`src/rtl/solenoid_pkg.sv`:
```
// solenoid_pkg: shared constants for the APB solenoid array.
//   - APB register offsets (byte offsets within the 256-byte slot)
//   - per-channel FSM state encoding
package solenoid_pkg;

  localparam logic [7:0] OFF_FIRE   = 8'h00;
  localparam logic [7:0] OFF_STATUS = 8'h04;
  localparam logic [7:0] OFF_ENABLE = 8'h08;
  localparam logic [7:0] OFF_IRQ    = 8'h0C;
  localparam logic [7:0] CH_BASE    = 8'h10;
  localparam logic [7:0] CH_STRIDE  = 8'h08;

  typedef enum logic [1:0] {
    ST_IDLE = 2'd0,
    ST_FIRE = 2'd1,
    ST_COOL = 2'd2
  } sol_state_t;

endpackage

```
`src/rtl/solenoid_channel.sv`:
```
// solenoid_channel: one solenoid output, IDLE -> FIRE -> COOL -> IDLE.
// Ports:
//   clk, rst_n  clock, async active-low reset
//   fire        one-cycle strobe, accepted only in IDLE with enable=1
//   enable      channel enable as it will be after this edge; dropping it
//               during FIRE cuts the pulse and moves to COOL
//   pulse_len   pulse length in cycles (0 treated as 1), latched at fire
//   cooldown    cooldown length in cycles, latched at fire
//   trigger     solenoid drive (registered)
//   busy        FIRE or COOL (registered)
//   cooling     COOL (registered)
//   done        combinational, high in the cycle whose edge returns to IDLE
module solenoid_channel
  import solenoid_pkg::*;
#(
  parameter int CNT_W = 24
) (
  input  logic             clk,
  input  logic             rst_n,
  input  logic             fire,
  input  logic             enable,
  input  logic [CNT_W-1:0] pulse_len,
  input  logic [CNT_W-1:0] cooldown,
  output logic             trigger,
  output logic             busy,
  output logic             cooling,
  output logic             done
);

  sol_state_t       state;
  logic [CNT_W-1:0] cnt;
  logic [CNT_W-1:0] c_lat;
  logic             last;
  logic             fire_end;

  assign last     = (cnt == CNT_W'(1));
  // Pulse ends on count-out or when the enable is pulled (safety cut-off).
  assign fire_end = (state == ST_FIRE) && (last || !enable);

  always_comb begin
    done = 1'b0;
    if (fire_end && (c_lat == '0))        done = 1'b1;
    if ((state == ST_COOL) && last)       done = 1'b1;
  end

  always_ff @(posedge clk or negedge rst_n) begin
    if (!rst_n) begin
      state   <= ST_IDLE;
      cnt     <= '0;
      c_lat   <= '0;
      trigger <= 1'b0;
      busy    <= 1'b0;
      cooling <= 1'b0;
    end else begin
      case (state)
        ST_IDLE: begin
          if (fire && enable) begin
            state   <= ST_FIRE;
            cnt     <= (pulse_len == '0) ? CNT_W'(1) : pulse_len;
            c_lat   <= cooldown;
            trigger <= 1'b1;
            busy    <= 1'b1;
          end
        end
        ST_FIRE: begin
          if (fire_end) begin
            trigger <= 1'b0;
            if (c_lat == '0) begin
              state <= ST_IDLE;
              busy  <= 1'b0;
            end else begin
              state   <= ST_COOL;
              cnt     <= c_lat;
              cooling <= 1'b1;
            end
          end else begin
            cnt <= cnt - CNT_W'(1);
          end
        end
        ST_COOL: begin
          if (last) begin
            state   <= ST_IDLE;
            busy    <= 1'b0;
            cooling <= 1'b0;
          end else begin
            cnt <= cnt - CNT_W'(1);
          end
        end
        default: begin
          state   <= ST_IDLE;
          trigger <= 1'b0;
          busy    <= 1'b0;
          cooling <= 1'b0;
        end
      endcase
    end
  end

endmodule

```
`src/rtl/apb_solenoid_array.sv`:
```
// apb_solenoid_array: APB3 slave driving NUM_CH solenoid/trigger outputs,
// each with a programmable pulse width and cooldown.
// Optional feature macro: SOLENOID_IRQ_EN (adds irq port and IRQ register).
// Ports:
//   PCLK, PRESERN                 fabric clock, async active-low reset
//   PSEL/PENABLE/PWRITE/PADDR/PWDATA  APB3 request
//   PREADY (tied 1), PSLVERR (unmapped offset), PRDATA (comb read data)
//   trigger_signal[NUM_CH]        solenoid drive, active high
//   busy[NUM_CH]                  channel in FIRE or COOL
//   irq                           (SOLENOID_IRQ_EN only) OR of IRQ bits, registered
// Register map: 0x00 FIRE (W), 0x04 STATUS (R), 0x08 ENABLE (RW),
//   0x0C IRQ (W1C, macro only), 0x10+8*i PULSE_LEN, 0x14+8*i COOLDOWN.
module apb_solenoid_array
  import solenoid_pkg::*;
#(
  parameter int          NUM_CH = 4,
  parameter int          CNT_W  = 24,
  parameter logic [23:0] ADDR   = 24'h0
) (
  input  logic              PCLK,
  input  logic              PRESERN,
  input  logic              PSEL,
  input  logic              PENABLE,
  input  logic              PWRITE,
  input  logic [31:0]       PADDR,
  input  logic [31:0]       PWDATA,
  output logic              PREADY,
  output logic              PSLVERR,
  output logic [31:0]       PRDATA,
  output logic [NUM_CH-1:0] trigger_signal,
  output logic [NUM_CH-1:0] busy
`ifdef SOLENOID_IRQ_EN
  ,
  output logic              irq
`endif
);

  localparam logic [7:0] CH_END = CH_BASE + CH_STRIDE * 8'(NUM_CH);

  logic [NUM_CH-1:0]            enable_q;
  logic [NUM_CH-1:0][CNT_W-1:0] pulse_len_q;
  logic [NUM_CH-1:0][CNT_W-1:0] cooldown_q;
  logic [NUM_CH-1:0]            cooling_v;
  logic [NUM_CH-1:0]            done_v;
  logic [NUM_CH-1:0]            fire_v;
  logic [NUM_CH-1:0]            en_nxt;

  logic [7:0]  off;
  logic [7:0]  ch_off;
  logic [2:0]  ch_idx;
  logic        base_hit;
  logic        aligned;
  logic        ch_hit;
  logic        hit;
  logic        wr;
  logic        wr_en;
  logic [31:0] rdata;

  // ---------------- decode ----------------
  assign off      = PADDR[7:0];
  assign base_hit = (PADDR[31:8] == ADDR);
  assign aligned  = (off[1:0] == 2'b00);
  assign ch_off   = off - CH_BASE;
  // Stride is 8 bytes: bits [5:3] pick the channel, bit 2 picks PULSE_LEN/COOLDOWN.
  assign ch_idx   = ch_off[5:3];
  assign ch_hit   = base_hit && aligned && (off >= CH_BASE) && (off < CH_END);

`ifdef SOLENOID_IRQ_EN
  logic [NUM_CH-1:0] irq_q;
`endif

  always_comb begin
    rdata = '0;
    hit   = 1'b0;
    if (base_hit && aligned) begin
      case (off)
        OFF_FIRE:   hit = 1'b1;
        OFF_STATUS: begin
          hit                     = 1'b1;
          rdata[NUM_CH-1:0]       = busy;
          rdata[16+NUM_CH-1:16]   = cooling_v;
        end
        OFF_ENABLE: begin
          hit               = 1'b1;
          rdata[NUM_CH-1:0] = enable_q;
        end
`ifdef SOLENOID_IRQ_EN
        OFF_IRQ: begin
          hit               = 1'b1;
          rdata[NUM_CH-1:0] = irq_q;
        end
`endif
        default: ;
      endcase
      for (int i = 0; i < NUM_CH; i++) begin
        if (ch_hit && (ch_idx == 3'(i))) begin
          hit              = 1'b1;
          rdata[CNT_W-1:0] = off[2] ? cooldown_q[i] : pulse_len_q[i];
        end
      end
    end
  end

  assign PREADY  = 1'b1;
  assign PSLVERR = PSEL & PENABLE & ~hit;
  assign PRDATA  = PSEL ? rdata : 32'h0;

  // ---------------- register file ----------------
  assign wr     = PSEL & PENABLE & PWRITE & hit;
  assign wr_en  = wr && (off == OFF_ENABLE);
  assign fire_v = (wr && (off == OFF_FIRE)) ? PWDATA[NUM_CH-1:0] : '0;
  // Channels see the post-write enable so a cut-off drops the trigger
  // on the cycle right after the ENABLE write.
  assign en_nxt = wr_en ? PWDATA[NUM_CH-1:0] : enable_q;

  always_ff @(posedge PCLK or negedge PRESERN) begin
    if (!PRESERN) begin
      enable_q <= '0;
      for (int i = 0; i < NUM_CH; i++) begin
        pulse_len_q[i] <= CNT_W'(1);
        cooldown_q[i]  <= '0;
      end
    end else begin
      enable_q <= en_nxt;
      for (int i = 0; i < NUM_CH; i++) begin
        if (wr && ch_hit && (ch_idx == 3'(i))) begin
          if (off[2]) cooldown_q[i]  <= PWDATA[CNT_W-1:0];
          else        pulse_len_q[i] <= PWDATA[CNT_W-1:0];
        end
      end
    end
  end

  // ---------------- channels ----------------
  for (genvar g = 0; g < NUM_CH; g++) begin : g_ch
    solenoid_channel #(.CNT_W(CNT_W)) u_ch (
      .clk       (PCLK),
      .rst_n     (PRESERN),
      .fire      (fire_v[g]),
      .enable    (en_nxt[g]),
      .pulse_len (pulse_len_q[g]),
      .cooldown  (cooldown_q[g]),
      .trigger   (trigger_signal[g]),
      .busy      (busy[g]),
      .cooling   (cooling_v[g]),
      .done      (done_v[g])
    );
  end

  // ---------------- interrupt ----------------
`ifdef SOLENOID_IRQ_EN
  logic [NUM_CH-1:0] irq_clr;
  logic [NUM_CH-1:0] irq_nxt;

  assign irq_clr = (wr && (off == OFF_IRQ)) ? PWDATA[NUM_CH-1:0] : '0;
  // Set wins over a same-cycle write-1-to-clear.
  assign irq_nxt = (irq_q & ~irq_clr) | done_v;

  always_ff @(posedge PCLK or negedge PRESERN) begin
    if (!PRESERN) begin
      irq_q <= '0;
      irq   <= 1'b0;
    end else begin
      irq_q <= irq_nxt;
      irq   <= |irq_nxt;
    end
  end

  logic unused_ok;
  assign unused_ok = ^{PWDATA, ch_off};
`else
  logic unused_ok;
  assign unused_ok = ^{PWDATA, ch_off, done_v};
`endif

endmodule
```
`config.mk`:
```
export PLATFORM = sky130hd
export DESIGN_NAME = apb_solenoid_array
export DESIGN_NICKNAME = d
export VERILOG_FILES = /design/src/rtl/solenoid_pkg.sv /design/src/rtl/solenoid_channel.sv /design/src/rtl/apb_solenoid_array.sv
export SDC_FILE = /design/constraint.sdc
export NUM_CORES = 1
export LEC_CHECK = 0
export BUFFER_PORTS_ARGS = -buffer_cell sky130_fd_sc_hd__buf_2
export CORE_UTILIZATION = 60
export CTS_CLUSTER_DIAMETER = 150
export DETAILED_ROUTE_END_ITERATION = 16
export GPL_TIMING_DRIVEN = 0
export PLACE_DENSITY_LB_ADDON = 0.12
export RECOVER_POWER = 25
export SLEW_MARGIN = 10
export SYNTH_ARGS = -nofsm -noshare
export SYNTH_HDL_FRONTEND = slang
export SYNTH_SLANG_ARGS = --single-unit
```
`constraint.sdc`:
```
create_clock -name PCLK -period 7.1 [get_ports PCLK]
set_input_delay 0.355 -clock PCLK [delete_from_list [all_inputs] [get_ports PCLK]]
set_output_delay 0.355 -clock PCLK [all_outputs]
set_load 0.01 [all_outputs]
```
Word level (Yosys, flattened, before mapping)

Index checks and enable logic that the tools add are counted.

Bits in registers: 408
Latch bits: 0
Bits in writable memories: 0
Bits in read-only memories: 0
Input bits: 69
Output and inout port bits: 42
Word-level logic and storage cells: 286
Memories kept: 0

$add $sub $neg: 5
Multiply operators: 0
Divide/modulo/power cells: 0
Magnitude comparators: 2
Equal/unequal tests: 45
Shifts and indexed selects: 0
Mux-type cells: 104
Bitwise logic cells: 14
Reductions and logical operators: 83

Operator list:

| kind                  | count |
|---|---|
| $mux 24               | 30 |
| $pmux 24 s3           | 4 |
| $logic_not 24->1      | 9 |
| $eq 24x1->1 const B   | 4 |
| $sub 24x1->24 const B | 4 |
| $reduce_and 4->1      | 12 |
| $pmux 1 s3            | 12 |
| $mux 1                | 34 |
| $mux 2                | 16 |
| $ne 2x1->1 const B    | 12 |
| $ne 2x2->1 const B    | 12 |
| $pmux 2 s3            | 4 |
| $reduce_and 2->1      | 12 |
| $reduce_and 3->1      | 8 |
| $logic_and 1x1->1     | 22 |
| $mux 4                | 3 |
| $ne 3x3->1 const B    | 4 |
| $reduce_bool 3->1     | 4 |
| $logic_not 2->1       | 5 |
| $not 1->1             | 10 |
| $eq 2x1->1 const B    | 4 |
| $eq 2x2->1 const B    | 4 |
| $eq 8x3->1 const B    | 1 |
| $eq 8x4->1 const B    | 1 |
| other kinds (12)      | 22 |

Logic depth before layout (Yosys ltp)

Depth after elaboration: 18
Depth in mapped cells: 10
Gate-level depth less buffers: 9

Cells and area by module

Synthesis repeated with hierarchy kept, for this count alone.

Cells, all modules: 2085
Area, all modules: 22641.7 µm²

Modules (own cells, without submodules):

| module                               | instances | cells an instance | area an instance (µm²) |
|---|---|---|---|
| apb_solenoid_array                   | 1         | 724               | 9680.5 |
| solenoid_channel at g_ch[1].u_ch ... | 2         | 351               | 3235.6 |
| solenoid_channel at g_ch[3].u_ch     | 1         | 331               | 3286.9 |
| solenoid_channel at g_ch[0].u_ch     | 1         | 328               | 3203.1 |

Least setup slack after synthesis

Ideal clock, no wire load.

Path kind: input to output
Start: input PADDR[4]
End: output PRDATA[22]
Arrival time: 2.706 ns
Required time: 6.745 ns
Slack: 4.039 ns
Cell stages on the path: 9
Path buffers: 1
Cells stage by stage: inv_1 > ha_1 > or4b_2 > a21oi_1 > nand3_1 > nor2_1 > clkbuf_1 > a222oi_1 > nor2_1

Longest elaborated chain between the ends: 10
Elaborated cells between the ends (all ways): 19

Ends and longest elaborated chain:

| element                        | RTL line                  | source |
|---|---|---|
| from (decl)                    | apb_solenoid_array.sv:25  | `input logic [31:0] PADDR,` |
| $ge 8x5->1                     | apb_solenoid_array.sv:66  | `assign ch_hit = base_hit && aligned && (off >= CH_BASE) && (off < CH_END);` |
| $logic_and 1x1->1 (2 in a row) | apb_solenoid_array.sv:66  |  |
| $logic_and 1x1->1              | apb_solenoid_array.sv:96  | `if (ch_hit && (ch_idx == 3'(i))) begin` |
| $mux 24 (3 in a row)           | apb_solenoid_array.sv:96  |  |
| $mux 24 (*)                    | apb_solenoid_array.sv:96  |  |
| $mux 24 (*)                    | apb_solenoid_array.sv:75  | `if (base_hit && aligned) begin` |
| $mux 24 (*)                    | apb_solenoid_array.sv:106 | `assign PRDATA = PSEL ? rdata : 32'h0;` |
| to (decl)                      | apb_solenoid_array.sv:29  | `output logic [31:0] PRDATA,` |

Every way passes the cells marked *; elsewhere a longest branch is shown, timed or not.

Worst setup path after layout

Start: input PADDR[1]
End: output PRDATA[10]

Longest elaborated chain between the ends: 11
Elaborated cells between the ends (all ways): 21

Ends and longest elaborated chain:

| element                                             | RTL line |
|---|---|
| branches (longest 9 deep; another with $sub 6x5->6) | -- |
| $mux 24 (*)                                         | apb_solenoid_array.sv:75 |
| $mux 24 (*)                                         | apb_solenoid_array.sv:106 |

Mark *: on every way between the ends.

==> results by group <==
Run status
  • Status: finished with violations
  • Failing checks: max-capacitance violations, max-slew violations

Routing
  • Post-route ant nets: 0
  • Starting DRC count in detailed routing: ~1500
  • Pre-Repair DR Iteration Count: 6
  • Remaining DRCs: 0
  • Via/cell ratio: roughly 6.7
  • Vias: approximately 17000
  • Routed WL per cell: 26.40 µm
  • Drt total wl: ~65 mm

Floorplanning
  • Die X: 191.7 µm
  • Row count: between 60 and 70
  • Initial Util: about three fifths
  • DIE HEIGHT: 191.7 µm
  • Core box area: around 35000 µm²
  • Boundary pin count: 111
  • Die ar.: about 37000 µm²

Clock tree
  • # clock sinks: just over 400
  • Clock transition at path regs: 0.06 ns
  • CTS root buf: clkbuf_16
  • Clock buffer depth: 3
  • Setup bufs post-CTS: 0
  • CTS buffer count: 44
  • Clock latency at the later pin of the worst-skew pair: between 0.5 and 0.6 ns
  • CTS tree: done
  • CTS H-tree depth: 2

Global routing
  • Congestion Overflow GR: 0
  • Antenna violations before repair: 0
  • Tot GR Track Use: a little over a third
  • Vias in the first global route: about 16000
  • Largest net degree at the start of global routing: 116
  • First-pass GRT wire length: around 99 mm

Placement
  • Placed inst area: approximately 23000 µm²
  • Post-detail-place hpwl: approximately 48 mm
  • Post-Place Worst Slack: 2.367 ns
  • Buffers added on ports: a little under 90
  • Routability Congestion: ~1.1
  • Placed cell count: 2391

Timing
  • Crit share post-route: approximately 70%
  • Setup ws final: roughly 2 ns
  • RSZ-0062 raised after global routing: false
  • Max Fclk: 0.1961 GHz
  • Min Tclk post-route: approximately 5.1 ns
  • Skew final: 0.01498 ns
  • Max-slew headroom: -91.62%
  • Setup_tns: 0 ns
  • Least-Margin Pin Slew: 2.874 ns
  • Final hold viol count: 0
  • Hold slack final: around 0.13 ns
  • Final setup fails: 0
  • Final slew viol count: roughly 230

Yosys
  • Mux cell area share after synthesis: between 20% and 30%
  • Adder-cell share of the synthesized area: under 10%
  • Yosys top cell by area: dfrtp_1
  • Synthesis Warnings: 0
  • Xor/xnor cell area share of the yosys netlist: under 10%
  • Largest family of logic cells by synthesized area: multiplexers
  • Synth Area in Compound Gates: approximately 14%
  • Seq cells post-synth: 408
  • Simple logic cell fraction of the synthesized area: between 10% and 20%
  • Synth area leaders: dfrtp_1 47%, mux2_2 17%, mux4_2 3.3%, a221oi_1 3.2%, xor2_1 2.4%
  • Syn Area/Cell: 11.79 µm²
  • Ys flop type: dfrtp_1
  • Sequential element share of the synthesized area: roughly 47%
  • Top cell type's share of synthesized area: roughly 47%
  • Synth unique cells: between 60 and 70
  • Post-synth EDFFs: 0
  • Mapped Cells: 1831
  • Post-synth ARST share: 100.0%
  • Synth Cell Area: 21580 µm²

Hold path
  • Worst min-delay path class: in2reg
  • Hold path endpoint: enable_q[0]
  • Worst Min Path Start: PWDATA[0]
  • WHS Path Cells: 3

Worst setup path
  • Worst r2r src: g_ch[1].u_ch.cnt[3]
  • Slowest cell on the critical path: nor2_1
  • Crit path kind: in2out
  • Worst Path Max Fanout: 10
  • Crit path DAT: around 4.8 ns
  • CP Data Required Time: around 6.7 ns
  • Endpoint class of the critical path: output port
  • FF-to-FF setup slack: about 3.3 ns
  • Most common cell on crit path: nor2_1
  • Crit start category: input port
  • Crit-path cells: buf_2 > nor2_1 > nand4_1 > nor2_1 > nand3_1 > nor2_1 > clkbuf_1 > a222oi_1 > nor2_1 > buf_2
  • Reg2reg end: g_ch[1].u_ch.cnt[16]
  • Slowest stage delay, CP: around 0.85 ns
  • Reg2Reg Depth: 10

Power
  • Static Leak: roughly 11 nW
  • Power, Total: around 4.9 mW
  • IR drop worst, VDD: ~0.00020 V
  • Pwr dens: 201.4 nW/µm²

Cells and area
  • Layout Cells excl Fill: around 2500
  • Post-route cell area: about 24000 µm²
  • Fraction of layout cells with a size suffix above 1: between 30 and 40%
  • Antenna Cells: 0
  • Post-layout util: between 60 and 70%
  • Nets: approximately 2100
  • Synthesis-to-finish area growth: 12.11%

Run
  • Max-cap violations: 2
## registers in the layout (all words and copies together) (netlist names)
name               flops
g_ch.u_ch.c_lat       96
pulse_len_q           96
enable_q               4
cooldown_q            96
g_ch.u_ch.cooling      4
g_ch.u_ch.cnt         96
g_ch.u_ch.state        8
g_ch.u_ch.trigger      4
g_ch.u_ch.busy         4
## cells in the final DEF, fill, tap and decap left out, drive strengths merged, types with 12 or more instances in the layout
master / netlist / final
nor2: 123 / 123
o31ai: 55 / 55
mux2: 323 / 323
nor4: 76 / 76
a222oi: 16 / 16
a221oi: 98 / 98
inv: 31 / 31
buf: 62 / 148
o211ai: 51 / 51
mux4: 32 / 32
dfrtp: 404 / 404
nor3: 33 / 33
nand4: 20 / 20
xor2: 58 / 58
a21oi: 19 / 19
nand2: 99 / 99
o2bb2ai: 48 / 48
nand3: 20 / 20
clkinv: 0 / 12
xnor2: 22 / 22
o21ai: 12 / 12
or4: 16 / 16
ha: 28 / 28
clkbuf: 78 / 141
## worst max-delay path by stage
stage / start / end / slack [ns] / cells past startpoint
6_report: PADDR[1] / PRDATA[10] / 2.00 / 10
5_1_grt: PADDR[1] / PRDATA[11] / 1.92 / 10
4_1_cts: PADDR[1] / PRDATA[9] / 2.35 / 10
3_5_place_dp: PADDR[1] / PRDATA[9] / 2.37 / 10
3_3_place_gp: PRESERN / g_ch[3].u_ch.c_lat[19] / -2.24 / 1
2_1_floorplan: PADDR[4] / PRDATA[22] / 4.04 / 9
## cells in the mapped netlist (all sizes together), types with 32 or more instances
| cell type | count |
|---|---|
| a221oi | 98 |
| buf | 62 |
| clkbuf | 78 |
| dfrtp | 404 |
| mux2 | 323 |
| mux4 | 32 |
| nand2 | 99 |
| nor2 | 123 |
| nor3 | 33 |
| nor4 | 76 |
| o211ai | 51 |
| o2bb2ai | 48 |
| o31ai | 55 |
| xor2 | 58 |
## routing by layer
metal / GRT usage, % / vias up / wire, µm
li1: - / 7317 / -
met1: 54.57 / 8413 / 29450
met2: 52.41 / 748 / 27860
met3: 6.450 / 119 / 5203
met4: 14.96 / 0 / 2691
met5: 0 / - / 0
## area by class of cell
class                   instances  area (µm²)
flip-flops and latches        408       10210
well taps                     461       576.8
fillers                      2680       11290
inverters                      31       116.4
repair buffers                 93       498.0
clock buffers                  57        1241
multi-input cells            1259       10610
plain buffers                 140       665.6
clock inverters                21       270.3
## worst max-delay path: cells and delay by family
kind	cells	cell delay, ns
AO/OA/AOI/OAI	1	0.25
buffers and inverters	3	0.67
AND/OR/NAND/NOR	6	3.45
## timing repair
| action | 4_1_cts | 5_1_grt |
|---|---|---|
| resized for setup | 0 | 0 |
| hold buffers | 1 | 0 |
| hold endpoints to repair | 88 | 0 |
## power breakdown
part	total (mW)	switching, mW	internal [mW]
Clock	2.40	0.952	1.45
Combinational	0.144	0.111	0.0324
Sequential	2.33	0.0000000000333	2.33
## logic make-up after synthesis
logic type,count (synthesis)
AOI/OAI and AO/OA,349
xor gates and xnor gates,80
adders and majority gates,28
buffers and inverters,171
DFF,408
muxes,357
other,2
and+or+nand+nor,436
No activity file was read; power rests on OpenSTA's default activity.
